**src/rtl/usb_pkg.sv**
```systemverilog
// Shared USB token-path types: PID encoding, packet record, SYNC pattern,
// field lengths and the transmit sequencer state encoding.
package usb_pkg;

    typedef enum logic [3:0] {
        OUT   = 4'b0001,
        IN    = 4'b1001,
        SOF   = 4'b0101,
        SETUP = 4'b1101
    } pid_t;

    typedef struct packed {
        pid_t       pid;
        logic [6:0] addr;
        logic [3:0] endp;
    } pkt_t;

    localparam logic [7:0] SYNC_PATTERN = 8'b0000_0001;

    localparam int SYNC_LEN = 8;
    localparam int PID_LEN  = 8;
    localparam int ADDR_LEN = 7;
    localparam int ENDP_LEN = 4;

    typedef enum logic [2:0] {
        ST_IDLE,
        ST_SYNC,
        ST_PID,
        ST_ADDR,
        ST_ENDP,
        ST_CRC,
        ST_GAP
    } tx_state_t;

    // Index of the final bit of a serialized field; 0 for non-field states.
    function automatic logic [2:0] field_last(input tx_state_t st);
        logic [2:0] last;
        last = 3'd0;
        case (st)
            ST_SYNC: last = 3'(SYNC_LEN - 1);
            ST_PID:  last = 3'(PID_LEN - 1);
            ST_ADDR: last = 3'(ADDR_LEN - 1);
            ST_ENDP: last = 3'(ENDP_LEN - 1);
            default: last = 3'd0;
        endcase
        return last;
    endfunction

endpackage

```
**src/rtl/token_tx_seq.sv**
```systemverilog
// USB token transmit sequencer: pops a packet, serializes SYNC/PID/ADDR/ENDP
// toward crc5, then idles through the CRC slots and an inter-packet gap.
module token_tx_seq
    import usb_pkg::*;
#(
    parameter int CRC_BITS = 5,
    parameter int GAP      = 2
) (
    input  logic clk,
    input  logic rst_n,
    input  logic fifo_empty,
    input  pkt_t pkt_in,
    output logic fifo_re,
    input  logic pause,
    input  logic abort,
    output logic bit_out,
    output logic bit_valid,
    output logic crc_start,
    output logic crc_endr,
    output logic busy,
    output logic pkt_done
);

    localparam logic [2:0] CRC_LAST = 3'(CRC_BITS - 1);
    localparam logic [2:0] GAP_LAST = 3'((GAP > 0) ? (GAP - 1) : 0);

    tx_state_t  state_reg, state_next;
    logic [2:0] cnt_reg, cnt_next;
    pkt_t       pkt_reg, pkt_next;
    logic [3:0] pid_bits;
    logic [7:0] pid_byte;
    logic       at_last;

    assign pid_bits = pkt_reg.pid;
    assign pid_byte = {~pid_bits, pid_bits};

    always_ff @(posedge clk or negedge rst_n) begin
        if (!rst_n) begin
            state_reg <= ST_IDLE;
            cnt_reg   <= 3'd0;
            pkt_reg   <= '0;
        end else begin
            state_reg <= state_next;
            cnt_reg   <= cnt_next;
            pkt_reg   <= pkt_next;
        end
    end

    always_comb begin
        at_last = 1'b0;
        case (state_reg)
            ST_SYNC, ST_PID, ST_ADDR, ST_ENDP: at_last = (cnt_reg == field_last(state_reg));
            ST_CRC:  at_last = (cnt_reg == CRC_LAST);
            ST_GAP:  at_last = (cnt_reg == GAP_LAST);
            default: at_last = 1'b0;
        endcase
    end

    // Abort wins over pause; pause freezes state and counter entirely.
    always_comb begin
        state_next = state_reg;
        cnt_next   = cnt_reg;
        pkt_next   = pkt_reg;
        if (abort) begin
            state_next = ST_IDLE;
            cnt_next   = 3'd0;
        end else if (!pause) begin
            if (state_reg == ST_IDLE) begin
                if (!fifo_empty) begin
                    pkt_next   = pkt_in;
                    state_next = ST_SYNC;
                    cnt_next   = 3'd0;
                end
            end else if (at_last) begin
                cnt_next = 3'd0;
                case (state_reg)
                    ST_SYNC: state_next = ST_PID;
                    ST_PID:  state_next = ST_ADDR;
                    ST_ADDR: state_next = ST_ENDP;
                    ST_ENDP: state_next = ST_CRC;
                    ST_CRC:  state_next = (GAP > 0) ? ST_GAP : ST_IDLE;
                    default: state_next = ST_IDLE;
                endcase
            end else begin
                cnt_next = cnt_reg + 3'd1;
            end
        end
    end

    // Outputs follow the registered state, so a frozen state holds them too.
    always_comb begin
        fifo_re   = 1'b0;
        bit_out   = 1'b0;
        bit_valid = 1'b0;
        crc_start = 1'b0;
        crc_endr  = 1'b0;
        busy      = (state_reg != ST_IDLE);
        pkt_done  = 1'b0;
        case (state_reg)
            ST_IDLE: fifo_re = rst_n && !fifo_empty && !pause && !abort;
            ST_SYNC: begin
                bit_valid = 1'b1;
                bit_out   = SYNC_PATTERN[3'd7 - cnt_reg];
            end
            ST_PID: begin
                bit_valid = 1'b1;
                bit_out   = pid_byte[cnt_reg];
            end
            ST_ADDR: begin
                bit_valid = 1'b1;
                bit_out   = pkt_reg.addr[cnt_reg];
                crc_start = (cnt_reg == 3'd0);
            end
            ST_ENDP: begin
                bit_valid = 1'b1;
                bit_out   = pkt_reg.endp[cnt_reg[1:0]];
                crc_endr  = (cnt_reg == 3'(ENDP_LEN - 1));
            end
            ST_CRC:  pkt_done = at_last && !pause && !abort;
            default: ;
        endcase
    end

endmodule
```
**config.mk**
```make
export PLATFORM = sky130hd
export DESIGN_NAME = token_tx_seq
export DESIGN_NICKNAME = d
export VERILOG_FILES = /design/src/rtl/usb_pkg.sv /design/src/rtl/token_tx_seq.sv
export SDC_FILE = /design/constraint.sdc
export NUM_CORES = 1
export LEC_CHECK = 0
export BUFFER_PORTS_ARGS = -buffer_cell sky130_fd_sc_hd__buf_2
export CAP_MARGIN = 10
export CORE_UTILIZATION = 49
export DETAILED_ROUTE_END_ITERATION = 7
export GPL_TIMING_DRIVEN = 1
export PLACE_DENSITY = 0.83
export SLEW_MARGIN = 20
export SYNTH_ARGS = -nofsm -noshare
export SYNTH_HDL_FRONTEND = slang
export SYNTH_SLANG_ARGS = --single-unit
```
**constraint.sdc**
```tcl
create_clock -name clk -period 2.2 [get_ports clk]
set_clock_uncertainty 0.2 [all_clocks]
set_input_delay 0.55 -clock clk [delete_from_list [all_inputs] [get_ports clk]]
set_output_delay 0.55 -clock clk [all_outputs]
set_load 0.02 [all_outputs]
```
# Word-level counts from Yosys, hierarchy flattened
# Memories as Yosys holds them, arrays and structs flattened.
# Cells that the tools add are included.
[op_classes]
n_addsub = 2
n_lt_le_gt_ge = 3
eq_ne = 12
muxes = 27
bitwise_logic = 4
reduce_logical = 17
[op_table]
columns = ["op", "n"]
rows = [
  ["two-way mux 3 bit", 11],
  ["case mux 3 bit (5 select lines)", 1],
  ["equality test 3 bit (second input constant)", 4],
  ["equality test 3 x 2 -> 1 bit (second input constant)", 3],
  ["two-way mux 1 bit", 9],
  ["case mux 3 bit (3 select lines)", 1],
  ["< comparator 3 x 4 -> 1 bit (second input constant)", 2],
  ["binary-select mux 1 bit (select 3 bit)", 2],
  ["equality test 3 x 1 -> 1 bit (second input constant)", 2],
  ["zero test 3 bit", 2],
  ["nonzero test 3 bit", 2],
  ["logical AND 1 bit", 5],
  ["inverter 4 bit", 1],
  ["case mux 1 bit (4 select lines)", 1],
  ["AND reduction 4 bit", 1],
  ["OR reduction 4 bit", 1],
  ["adder 3 x 1 -> 3 bit (second input constant)", 1],
  ["equality test 3 bit", 1],
  ["zero test 1 bit", 3],
  ["< comparator 2 x 3 -> 1 bit (second input constant)", 1],
  ["!= test 3 bit (second input constant)", 1],
  ["inverter 1 bit", 3],
  ["case mux 1 bit (3 select lines)", 1],
  ["AND reduction 3 bit", 1],
  ["5 further kinds", 5],
]
[word_totals]
register_bits = 21
romBits = 8
in_bits = 20
output_inout_bits = 7
n_memories = 1
[memory_table]
columns = ["memory", "words", "width", "rd", "rd_clocked_by_memory_dff", "write_ports", "line", "rtl"]
rows = [
  ["(no name shown)", 8, 1, 1, 0, 0, "token_tx_seq.sv:103", "bit_out = SYNC_PATTERN[3'd7 - cnt_reg];"],
]

# Depth between registers and ports, before layout
# Gate-level depths: netlist of run 1.
[logic_depth]
depth_word = 10
ltp_mapped = 7
ltp_nobuf = 5

# Least setup slack after synthesis of run 1
# No wires, ideal clock.
[synth_path]
path_type = "register to output"
from = "register state_reg[1]"
to = "output port pkt_done"
arrival_time_ns = 2.177
slack_ns = -0.727
path_stages_with_launch = 6
path_buffers = 2
cell_sequence = "dfrtp_1 buf_6 clkbuf_1 nor3_1 o2111ai_1 a2111oi_0"
[synth_between]
elab_chain_len = 9
elab_cells_between_ends = 15
cone_classes = "eq/ne (7); mux (4); reduce/logical (4)"
[synth_rtl]
columns = ["element", "line", "rtl"]
rows = [
  ["start: declaration", "token_tx_seq.sv:27", "tx_state_t state_reg, state_next;"],
  ["start signal: assignment", "token_tx_seq.sv:43", "state_reg <= state_next;"],
  ["equality test 3 x 2 -> 1 bit / equality test 3 x 1 -> 1 bit (equally long branches)", "usb_pkg.sv:39, token_tx_seq.sv:51", ""],
  ["OR reduction 2 bit (no source line)", "n/a", ""],
  ["case mux 3 bit (3 select lines)", "usb_pkg.sv:39", "case (st)"],
  ["two-way mux 3 bit", "token_tx_seq.sv:51", "case (state_reg)"],
  ["equality test 3 bit", "token_tx_seq.sv:52", "ST_SYNC, ST_PID, ST_ADDR, ST_ENDP: at_last = (cnt_reg == field_last(state_reg));"],
  ["case mux 1 bit (3 select lines)", "token_tx_seq.sv:51", ""],
  ["logical AND 1 bit (2 in series)", "token_tx_seq.sv:119", "ST_CRC: pkt_done = at_last && !pause && !abort;"],
  ["two-way mux 1 bit (*)", "token_tx_seq.sv:99", "case (state_reg)"],
  ["end: declaration", "token_tx_seq.sv:21", "output logic pkt_done"],
]
# Every way passes the cells marked *; elsewhere a longest branch is shown, timed or not. The select of a mux whose other input is x is not followed.

# Worst setup path in the final report of run 1
[layout_path]
from = "register state_reg[0]"
to = "output port pkt_done"
# The elaborated chain is that of the path after synthesis.

==> results.toml, run 1 <==
[timing]
hold_viol_final = 15
period_share_pct = 121
period_needed_ps = 2660
grt_setup_unrepaired = "true"
maxSlewViolCount = 0
setup_violations = 11
slew_headroom_pct = 74.9
timing.fmax_mhz = 376
hold_ws_ps = -6.41
fin_setup_tns_ps = -2180
worst_slack_ps = -459
tightest_slew_ps = 376

[worst_setup_path]
rr_endpoint = "cnt_reg[0]"
critPathArrivalTime_ps = 1910
start_kind = "register"
crit_path_end = "pkt_done"
r2r_cells = 8
timing.rr.start = "cnt_reg[0]"
worstSetupStartpoint = "state_reg[0]"
critPathMaxFanout = 6
crit_required_ps = 1450
r2r_setup_slack_ps = -80
critPathCaptureType = "output pin"
path_class = "reg -> out"

[cts]
cts.sinks = 21
clk_latency_ps = 310
h-tree-depth = 1
clk_pin_slew_ps = 120
numCtsBuffers = 3
holdBufCountCts = 0
clockRootBuffer = "clkbuf_4"
clockBufferDepth = 2
cts_tree = "built"

[yosys]
ys_seq_area_share_pct = 37.5
synth_fp_nets = 145
ys_async_sr_fraction_pct = 100
synth_area_um2 = 1400
yosysWarnings = 0
syn_inst = 121
synth_flop_cell = "dfrtp_1"
ys_ff_latch = 21
syn_avg_cell_area_um2 = 11.6
synth_edf_count = 0
synth_cell_type_count = 46

[run_status]
status = "finished with violations"
failed_checks = "hold timing, setup timing"

[route]
wire_per_inst_um = 18.1
wirelength_um = 3880
first_pass_iters = 4
viasPerCell = 5.81
drc = 0
drt-initial-drc-count = 29
ant_nets = 0
vias = 1244

[power]
combPwrFrac_pct = 29.9
power.density_nw_per_um2 = 492
clock_power_share_pct = 19.2
internal-power_mw = 0.710
p_leak_nw = 0.904
vdd_ir_drop_max_mv = 0.515
swShare_pct = 28.9
p_sw_mw = 0.288
pwr-share-seq_pct = 50.9

[floorplan]
rows = 19
core_um2 = 2730
io_pins = 27
die-width_um = 55.5
dieArea_um2 = 3080
fp.dieH_um = 55.5
start_util_pct = 51.3

[placed_design]
port_buffers = 26
dp_hpwl_um = 2530
routabilityCongestion = 0.837

[finish]
antenna_cells = 0
multiInputGateArea_um2 = 902
largest_reg_flops = 11
layout_commonest_cell = "buf_4"
seqCellArea_um2 = 533
synthToLayoutAreaGrowth_pct = 44.9
final_cell_mix = "buf_4, buf_2, dfrtp_1, buf_6, mux2_4"
fin_nets = 208
fillers = 185
drive_gt1_share_pct = 65.6

[min_path]
hold_path.class = "in -> async"

[global_route]
gr-usage-all-layers_pct = 26.3
grt_pass1_vias = 1355
grt_remaining_overflow = 0
grt_pass1_wl_um = 6190
antenna_found_initial = 0
grt_start_max_net_pins = 22

[job]
maxCapViolations = 0
## final cells by class
type,count,share of cell area [%]
clock buffers,3,1.11
repair buffers,67,24.8
well taps,31,1.91
flip-flops and latches,21,26.2
clock inverters,1,0.246
multi-input cells,84,44.4
inverters,7,1.29
## routing by layer
layer  part of all wire, %  up-vias  global-route usage, %
li1                      -      574                      -
met4                   5.9        0                   17.5
met3                   2.7       20                   2.11
met5                     0        -                      0
met2                    52       42                   46.3
met1                    39      608                   30.3
## repair_timing
action	4_1_cts	5_1_grt
resized for setup	30	10
endpoints found under the setup margin	10	11
setup buffers	6	5
pin swaps	6	5
## how the worst min path moves through the flow
| stage | start | endpoint | slack, ps |
|---|---|---|---|
| after floorplan | rst_n | cnt_reg[0] | 50 |
| after global placement | pid_bits[1] | pid_bits[1] | 290 |
| after detailed placement | pid_bits[2] | pid_bits[2] | 290 |
| after CTS | rst_n | state_reg[0] | 0.2 |
| after global routing | rst_n | cnt_reg[1] | 30 |
| final | rst_n | pkt_reg[0] | -6 |
## power groups by stage
stage	clock network [mW]	logic, mW	registers [mW]
floorplan	0	0.187	0.493
global placement	0	0.251	0.508
detailed placement	0	0.265	0.510
CTS	0.194	0.288	0.502
global route	0.207	0.318	0.514
finish	0.192	0.299	0.508
## worst max-delay path: stages (launching register included)
cell and delay (ps):
dfrtp_2 470, nand2b_4 180, nor4b_4 280, o31ai_2 130, a2111oi_4 340, buf_4 190
## synth_stat cells, types with 3 or more instances
cell type | number | area share (%)
nand3b_1 | 4 | 2.1
a21oi_1 | 3 | 1.1
xnor2_1 | 3 | 1.9
mux2_2 | 6 | 4.8
a211oi_1 | 3 | 1.6
mux2_4 | 9 | 9.6
nor2b_1 | 3 | 1.3
nor2_1 | 4 | 1.1
inv_1 | 7 | 1.9
buf_2 | 4 | 1.4
nand2_1 | 6 | 1.6
o21ai_2 | 3 | 1.9
ha_1 | 4 | 3.6
mux4_2 | 3 | 4.8
dfrtp_1 | 21 | 37
## per-stage QoR
| step | cell area (um2) | util, % | cells | worst slack, ps | total power, mW |
|---|---|---|---|---|---|
| final | 2030 | 74.3 | 214 | -459 | 0.998 |
| after global routing | 2030 | 74.3 | 214 | -513 | 1.04 |
| after CTS | 1960 | 71.7 | 211 | -455 | 0.985 |
| after detailed placement | 1770 | 64.8 | 201 | -277 | 0.775 |
| after global placement | 1770 | 64.8 | 201 | -165 | 0.759 |
| after floorplan | 1440 | - | 121 | -122 | 0.680 |
## cells by family after synthesis
kind of cell	Yosys count	share of synthesized area (%)
compound gates	23	13.4
simple gates	35	16.8
flops	21	37.5
mux	19	20.0
buf+inv	16	6.88
xor+xnor	3	1.88
fa+ha+maj	4	3.57
No activity file was read; power rests on OpenSTA's default activity.
==> run 2, diff against run 1 <==
--- a/config.mk
+++ b/config.mk
@@ -5,12 +5,13 @@
 export SDC_FILE = /design/constraint.sdc
 export NUM_CORES = 1
 export LEC_CHECK = 0
+export ABC_AREA = 1
 export BUFFER_PORTS_ARGS = -buffer_cell sky130_fd_sc_hd__buf_2
 export CAP_MARGIN = 10
-export CORE_UTILIZATION = 49
+export CORE_UTILIZATION = 48
 export DETAILED_ROUTE_END_ITERATION = 7
 export GPL_TIMING_DRIVEN = 1
-export PLACE_DENSITY = 0.83
+export PLACE_DENSITY = 0.82
 export SLEW_MARGIN = 20
 export SYNTH_ARGS = -nofsm -noshare
 export SYNTH_HDL_FRONTEND = slang
==> run 2 against run 1 <==
  * Sequential power is 41% higher
  * First-iteration DRC count is 14% higher
  * The run ends with setup timing left
  * Die area is 4.4% lower
  * Highest routed layer unchanged
==> results.toml, run 2 <==
[timing]
fin_setup_tns_ps = -619
worst_slack_ps = -245
maxSlewViolCount = 0
slew_headroom_pct = 81.6
hold_viol_final = 0
tightest_slew_ps = 275
setup_violations = 5
period_share_pct = 111
timing.fmax_mhz = 409
period_needed_ps = 2440
grt_setup_unrepaired = "true"

[route]
first_pass_iters = 4
wire_per_inst_um = 16.3
vias = 1297
ant_nets = 0
drc = 0
wirelength_um = 3850
drt-initial-drc-count = 33
viasPerCell = 5.50

[yosys]
ys_async_sr_fraction_pct = 100
synthTopCellsByCount = "nand2_1, dfrtp_1, inv_1"
synth_top_area_share_pct = 40.1
yosysWarnings = 0
synth.most_common_cell = "nand2_1"
yosys.area.top_type = "dfrtp_1"
syn_avg_cell_area_um2 = 8.51
synth_fp_nets = 178
syn_inst = 154
ys_top_cells_by_area = "dfrtp_1, mux2_4, nand2_1"
synth_cell_type_count = 25
synth_flop_cell = "dfrtp_1"
synth_area_um2 = 1310
ys_ff_latch = 21
synth_edf_count = 0
ys_seq_area_share_pct = 40.1

[finish]
drive_gt1_share_pct = 53.4
multiInputGateArea_um2 = 850
fin_nets = 231
utilization_pct = 75.4
largest_reg_flops = 11
final_cell_mix = "nand2_1, buf_4, buf_2, dfrtp_1, inv_1"
fillers = 158
synthToLayoutAreaGrowth_pct = 45.3
seqCellArea_um2 = 529
antenna_cells = 0

[worst_setup_path]
critPathCaptureType = "output pin"
path_class = "reg -> out"
r2r_setup_slack_ps = 280
crit_required_ps = 1450
start_kind = "register"
critPathArrivalTime_ps = 1690
critPathMaxFanout = 6

[power]
vdd_ir_drop_max_mv = 0.838
clock_power_share_pct = 7.8
combPwrFrac_pct = 62.5
power.density_nw_per_um2 = 1270
swShare_pct = 43.5
p_sw_mw = 1.05
internal-power_mw = 1.37
pwr-share-seq_pct = 29.7
p_leak_nw = 0.983

[floorplan]
start_util_pct = 51.9
io_pins = 27
core_um2 = 2520
dieArea_um2 = 2940
die-width_um = 54.2
fp.dieH_um = 54.2
rows = 18

[placed_design]
port_buffers = 26
pre_cts_slack_ps = 8.98
dp_hpwl_um = 2260
routabilityCongestion = 0.917

[global_route]
grt_pass1_wl_um = 5190
grt_pass1_vias = 1150
gr-usage-all-layers_pct = 25.3
grt_start_max_net_pins = 22
grt_remaining_overflow = 0
antenna_found_initial = 0

[cts]
clockBufferDepth = 2
cts_tree = "built"
numCtsBuffers = 3
h-tree-depth = 1
holdBufCountCts = 0
clockRootBuffer = "clkbuf_4"
cts.sinks = 21
clk_pin_slew_ps = 110
clk_latency_ps = 310

[job]
maxCapViolations = 0

[min_path]
hold_path.class = "in -> async"

[run_status]
status = "finished with violations"
failed_checks = "setup timing"
run 2: changes by cell type in the layout (fill, tap and decap cells not counted), sizes merged, moves of 4 or more:
| cell | change |
|---|---|
| nand2 | +30 |
| nand3 | +18 |
| inv | +16 |
| buf | -15 |
| nor2 | +7 |
| a21oi | +4 |
| mux2 | -4 |
| nand3b | -4 |
run 2: power by group through the flow:
stage          logic (mW)  clock network, mW  registers (mW)
6_report             1.51              0.189           0.718
5_1_grt              1.63              0.210           0.734
4_1_cts              1.17              0.190           0.700
3_5_place_dp        0.947                  0           0.683
3_3_place_gp        0.916                  0           0.673
2_1_floorplan       0.735                  0           0.642
run 2: critical path, cell delays in order (launching register included):
cell,delay [ps]
dfrtp_2,540
buf_6,140
nand2_2,70
nand3_1,80
o21ai_1,80
inv_1,100
nand4_4,130
nor2_4,130
buf_6,120
run 2: layer usage:
| metal | vias to the layer above | GRT usage, % | wire length (um) |
|---|---|---|---|
| met1 | 615 | 31.5 | 1530 |
| met5 | - | 0 | 0 |
| li1 | 607 | - | - |
| met3 | 18 | 4.44 | 164 |
| met4 | 0 | 6.41 | 142 |
| met2 | 57 | 44.7 | 2020 |
run 2: repair_timing:
item | in CTS | in global routing
gates cloned | 1 | 0
pin swaps | 9 | 12
gates resized for setup | 35 | 26
setup buffers | 10 | 9
setup endpoints to repair | 6 | 6
run 2: path summary, 6_finish.rpt:
path	cells past startpoint	from	endpoint
min	2	rst_n	pkt_reg[3]
min in group clk	2	pkt_in[5]	pkt_reg[5]
max	8	state_reg[0]	pkt_done
max in group asynchronous	2	rst_n	state_reg[1]
max reg2reg	11	state_reg[0]	state_reg[0]
min reg2reg	1	pkt_reg[5]	pkt_reg[5]
run 2: kinds of logic (layout without fill, tap and decap cells):
group / Yosys count / in the layout / synth area share [%]
simple gates: 72 / 72 / 26.6
mux: 11 / 11 / 12.6
compound gates: 19 / 19 / 8.31
fa+ha+maj: 4 / 4 / 3.82
flops: 21 / 21 / 40.1
buf+inv: 27 / 79 / 8.60
run 2: area by class of cell:
| type | instances | share of cell area, % |
|---|---|---|
| flip-flops and latches | 21 | 27.8 |
| multi-input cells | 106 | 44.6 |
| repair buffers | 52 | 19.7 |
| clock buffers | 4 | 1.38 |
| well taps | 30 | 1.97 |
| inverters | 23 | 4.54 |
run 2: metrics by stage:
step | total power [mW] | cells | instance area [um2] | hold WS [ps]
after floorplan | 1.38 | 154 | 1310 | 54.4
after global placement | 1.59 | 212 | 1500 | 297
after detailed placement | 1.63 | 212 | 1500 | 298
after CTS | 2.06 | 227 | 1720 | 12.7
after global routing | 2.58 | 236 | 1900 | 6.17
final | 2.42 | 236 | 1900 | 5.13
